**config.mk**
```make
export PLATFORM = sky130hd
export DESIGN_NAME = rv32i_issue_scoreboard
export DESIGN_NICKNAME = d
export VERILOG_FILES = /design/src/rtl/rv32i_issue_scoreboard.sv
export SDC_FILE = /design/constraint.sdc
export NUM_CORES = 1
export LEC_CHECK = 0
export CAP_MARGIN = 20
export CORE_MARGIN = 2
export CORE_UTILIZATION = 40
export CTS_CLUSTER_DIAMETER = 30
export DETAILED_ROUTE_END_ITERATION = 6
export GPL_ROUTABILITY_DRIVEN = 0
export HOLD_SLACK_MARGIN = 0.08
export PLACE_DENSITY = 0.7
export REMOVE_ABC_BUFFERS = 1
export SLEW_MARGIN = 15
export SYNTH_ARGS = -nofsm -noshare
export SYNTH_HDL_FRONTEND = slang
export SYNTH_SLANG_ARGS = --single-unit
export TNS_END_PERCENT = 100
```
**constraint.sdc**
```tcl
create_clock -name clk -period 13.65 [get_ports clk]
set_input_delay 3.4125 -clock clk [delete_from_list [all_inputs] [get_ports clk]]
set_output_delay 3.4125 -clock clk [all_outputs]
set_load 0.02 [all_outputs]
```
**src/rtl/rv32i_issue_scoreboard.sv**
```systemverilog
// rv32i_issue_scoreboard: register scoreboard with a one-entry issue staging register for RV32I.
// Ports:
//   clk, rst                sole clock; synchronous active-high reset
//   dec_valid/dec_ready     decoded instruction handshake, dec_inst is the raw word
//   issue_valid/issue_ready staged instruction handshake, issue_inst is the staged word
//   wb_valid, wb_rd         writeback completion and its destination register
//   flush                   discard the staged instruction and all tracking
//   busy                    pending-write bit per register (bit 0 always 0)
//   inflight                issued-but-not-written-back count
// Build option: RV32I_SCOREBOARD_WB_BYPASS_EN lets a writeback clear its register
//   from the hazard check in the same cycle.
module rv32i_issue_scoreboard #(
   parameter int MAX_INFLIGHT = 4
) (
   input  logic        clk,
   input  logic        rst,
   input  logic        dec_valid,
   output logic        dec_ready,
   input  logic [31:0] dec_inst,
   output logic        issue_valid,
   input  logic        issue_ready,
   output logic [31:0] issue_inst,
   input  logic        wb_valid,
   input  logic [4:0]  wb_rd,
   input  logic        flush,
   output logic [31:0] busy,
   output logic [3:0]  inflight
);
   typedef enum logic {EMPTY, FULL} state_t;
   state_t state, state_n;
   logic [6:0] opc;
   logic [2:0] f3;
   logic [4:0] rd, rs1, rs2;
   logic is_op, is_imm, is_load, is_store, is_jalr, is_branch, is_sys, is_lui, is_auipc, is_jal;
   logic rd_rs1, rd_rs2, wr_rd, hazard, acc, wb_eff;
   logic [31:0] hz_busy, busy_n;
   logic [3:0] inflight_n;
   assign opc = dec_inst[6:0];
   assign f3 = dec_inst[14:12];
   assign rd = dec_inst[11:7];
   assign rs1 = dec_inst[19:15];
   assign rs2 = dec_inst[24:20];
   assign is_op = opc == 7'b0110011;
   assign is_imm = opc == 7'b0010011;
   assign is_load = opc == 7'b0000011;
   assign is_store = opc == 7'b0100011;
   assign is_jalr = opc == 7'b1100111;
   assign is_branch = opc == 7'b1100011;
   assign is_sys = opc == 7'b1110011;
   assign is_lui = opc == 7'b0110111;
   assign is_auipc = opc == 7'b0010111;
   assign is_jal = opc == 7'b1101111;
   // CSR ops with funct3 1..3 read rs1; the immediate forms (5..7) do not
   assign rd_rs1 = is_op | is_imm | is_load | is_store | is_jalr | is_branch
                 | (is_sys & (f3 == 3'd1 | f3 == 3'd2 | f3 == 3'd3));
   assign rd_rs2 = is_op | is_store | is_branch;
   assign wr_rd = (is_op | is_imm | is_load | is_lui | is_auipc | is_jal | is_jalr
                 | (is_sys & f3 != 3'd0)) & rd != 5'd0;
   // a writeback with nothing outstanding is spurious and dropped
   assign wb_eff = wb_valid & inflight != 4'd0 & !flush & !rst;
   always_comb begin
      hz_busy = busy;
`ifdef RV32I_SCOREBOARD_WB_BYPASS_EN
      if (wb_eff) hz_busy[wb_rd] = 1'b0;
`else
`endif
   end
   assign hazard = (rd_rs1 & hz_busy[rs1]) | (rd_rs2 & hz_busy[rs2]) | (wr_rd & hz_busy[rd]);
   assign issue_valid = state == FULL;
   assign dec_ready = dec_valid & !hazard & !flush & !rst & (inflight < 4'(MAX_INFLIGHT))
                    & (!issue_valid | issue_ready);
   assign acc = dec_ready;
   always_comb begin
      state_n = state;
      if (rst | flush) state_n = EMPTY;
      else if (acc) state_n = FULL;
      else if (issue_ready) state_n = EMPTY;
   end
   // set after clear so an accepted rd matching wb_rd stays busy
   always_comb begin
      busy_n = busy;
      if (wb_eff) busy_n[wb_rd] = 1'b0;
      if (acc & wr_rd) busy_n[rd] = 1'b1;
      busy_n[0] = 1'b0;
   end
   assign inflight_n = (acc & !wb_eff) ? inflight + 4'd1 : (wb_eff & !acc) ? inflight - 4'd1 : inflight;
   always_ff @(posedge clk) begin
      if (rst | flush) begin
         state <= EMPTY;
         issue_inst <= '0;
         busy <= '0;
         inflight <= '0;
      end else begin
         state <= state_n;
         busy <= busy_n;
         inflight <= inflight_n;
         if (acc) issue_inst <= dec_inst;
      end
   end
endmodule

```
==> metrics.txt <==
status complete, no violations; Leak 0.00173 µW; CTS Root Buffer Type clkbuf_8; final setup margin 1950 ps; min-delay src issue_inst[31]; Fin. Hold Viols 0; number of I/O pins 113; first-pass GRT wire length 19.6 mm; Distinct cells, synth 58; Setup Buffers After CTS 0; worst-margin pin slew 1090 ps; Starting Density 0.407; Final Setup Violations 0; CP required 10240 ps; Critical Path Start dec_inst[8]; CTS tree built; buffer and inverter count on the worst path 4; GR Util All Layers 0.240; most frequent CP cell clkdlybuf4s50_1; Worst VDD drop 41.4 µV; Worst setup EP type output port; TritonCTS sink count 68; Synth Flop Type dfxtp_1; row cnt 36; Worst Hold Path Cells 2; hold_buf cts 0; worst path cell trace clkdlybuf4s50_1 -> or2_1 -> o41ai_2 -> o311a_1 -> nand3_4 -> inv_2 -> buf_4 -> clkdlybuf4s50_1; register area share after synthesis 0.347; Detail Route Antenna Nets 0; # fillers 893; wire length per cell 20.2 µm; slowest CP cell o311a_1; worst hold slack 450 ps; antenna violations before repair 0; R2R Path Start busy[10]; Slew headroom 0.274; core area 9640 µm²; final instance area 5210 µm²; Worst Path Max Fanout 34; clk_skew 9.54 ps; Top delay family on crit path buffers and inverters; period utilization 0.857; remaining global-route overflow 0; unrepaired setup endpoints after global routing false; setup TNS 0 ps; Resized cells post-CTS 0; drt pass-1 iters 5; Antenna Cells 0; Fmax achieved 0.0855 GHz; path depth of the worst reg2reg path 15; Synth Instances 412; IO Port Bufs 111; Routed WL 12.8 mm; commonest non-fill, non-tap cell in the layout clkdlybuf4s50_1; CTS buffer count 9; vias per cell 6.23; Hold WC Path Type reg -> reg; WP data arrival 8290 ps; Cell Area, Synth 3920 µm²; Syn Area/Cell 9.52 µm²; Die ar. 10600 µm²; vias after detailed routing 3934; Layout Area Growth over Synthesis 32.9%; CP peak stage delay 1000 ps; Die Span X 103 µm; number of stages on the worst setup path 8; Die Y 103 µm; largest net degree at the start of global routing 76; DRC 0; DRT iter0 DRCs 345; ys async rst share 0; Post-synth EDFFs 0; clock buffer depth 2; hpwl dp 8.96 mm; Yosys warnings 0; worst skew pair latency 360 ps; Synth top area share 0.347; largest cells by area after synthesis dfxtp_1 35%, mux4_2 10%, nand2_1 4.9%; MaxCap Viol Count 0; Yosys reg bits 68; vias in the first global route 3708; PD cells 86.3 nW/µm²; Max Slew Vio Count 0; min cycle time layout 11700 ps; number of nets in the layout 540; critical path startpoint category input pin; clk slew on worst S/H paths 80 ps; Placement Cell Area 5000 µm²; Yosys top cell by area dfxtp_1; ratio of cells with drive above 1 in the final layout 0.124; dpl ws 2000 ps; CP Class in -> out; most frequent cells in the layout 111 x clkdlybuf4s50_1, 68 x dfxtp_1, 51 x nand2_1, 29 x nand4_1, 26 x o21ai_0; CTS H-tree lvls 3
[area by class of cell]
class / instances / area [µm²] / share of cell area
clock buffers: 11 / 151 / 0.0290
clock inverters: 5 / 58.8 / 0.0113
inverters: 4 / 15.0 / 0.00288
multi-input cells: 296 / 2330 / 0.446
flip-flops and latches: 68 / 1360 / 0.261
well taps: 133 / 166 / 0.0319
repair buffers: 114 / 1130 / 0.217
[worst reg2reg max path, delay by kind of cell (launching register included)]
| family | cells | cell delay, ps |
|---|---|---|
| xor+xnor | 1 | 90 |
| mux | 2 | 760 |
| buf+inv | 3 | 570 |
| compound gates | 5 | 1550 |
| flops | 1 | 380 |
| fa+ha+maj | 2 | 530 |
| simple gates | 2 | 880 |
[final timing paths]
check                    to  slack, ps
max               dec_ready       1950
min          issue_inst[31]        450
max reg2reg     inflight[3]       8830
min reg2reg  issue_inst[31]        450
[flip-flops by register name (all words and copies together) (netlist names)]
register and cells:
issue_inst 32, busy 31, inflight 4, issue_valid 1
[metal layers]
metal / track usage / part of all wire / vias to the layer above
li1: - / - / 1781
met1: 0.315 / 0.42 / 1926
met2: 0.388 / 0.48 / 197
met3: 0.0542 / 0.078 / 30
met4: 0.0921 / 0.023 / 0
met5: 0 / 0 / -
[cells in the mapped netlist, drive strengths merged (2+ instances only)]
cell    count
o31ai       8
dfxtp      68
a21oi       4
nand2b     11
nor2b       2
ha          3
a31oi       2
o41ai      25
o311ai     19
xnor2       2
or2         5
buf        20
o22ai       2
nand2      51
clkbuf     24
or3         5
inv         3
nand4      29
mux2i      16
o21ai      30
mux4       18
nor2       13
nor3        2
o211ai     14
mux2        8
nand3       5
[logic make-up after synthesis]
logic type	count (synthesis)	synth area share
compound gates	116	0.232
xor+xnor	3	0.00670
fa+ha+maj	4	0.0147
buf+inv	48	0.0619
flops	68	0.347
mux	42	0.167
other cells	1	0.000956
simple gates	130	0.170
[per-stage QoR]
step	std cells	util	power, µW
detailed placement	615	0.519	277
CTS	631	0.541	452
global placement	615	0.519	276
global route	631	0.541	465
floorplan	368	-	239
finish	631	0.541	450
[where the power goes]
part | switching (µW) | internal, µW
combinational | 38.7 | 29.5
sequential | 2.54 | 202
clock | 82.3 | 94.6
Note: power is estimated with default switching activity, not from simulation.
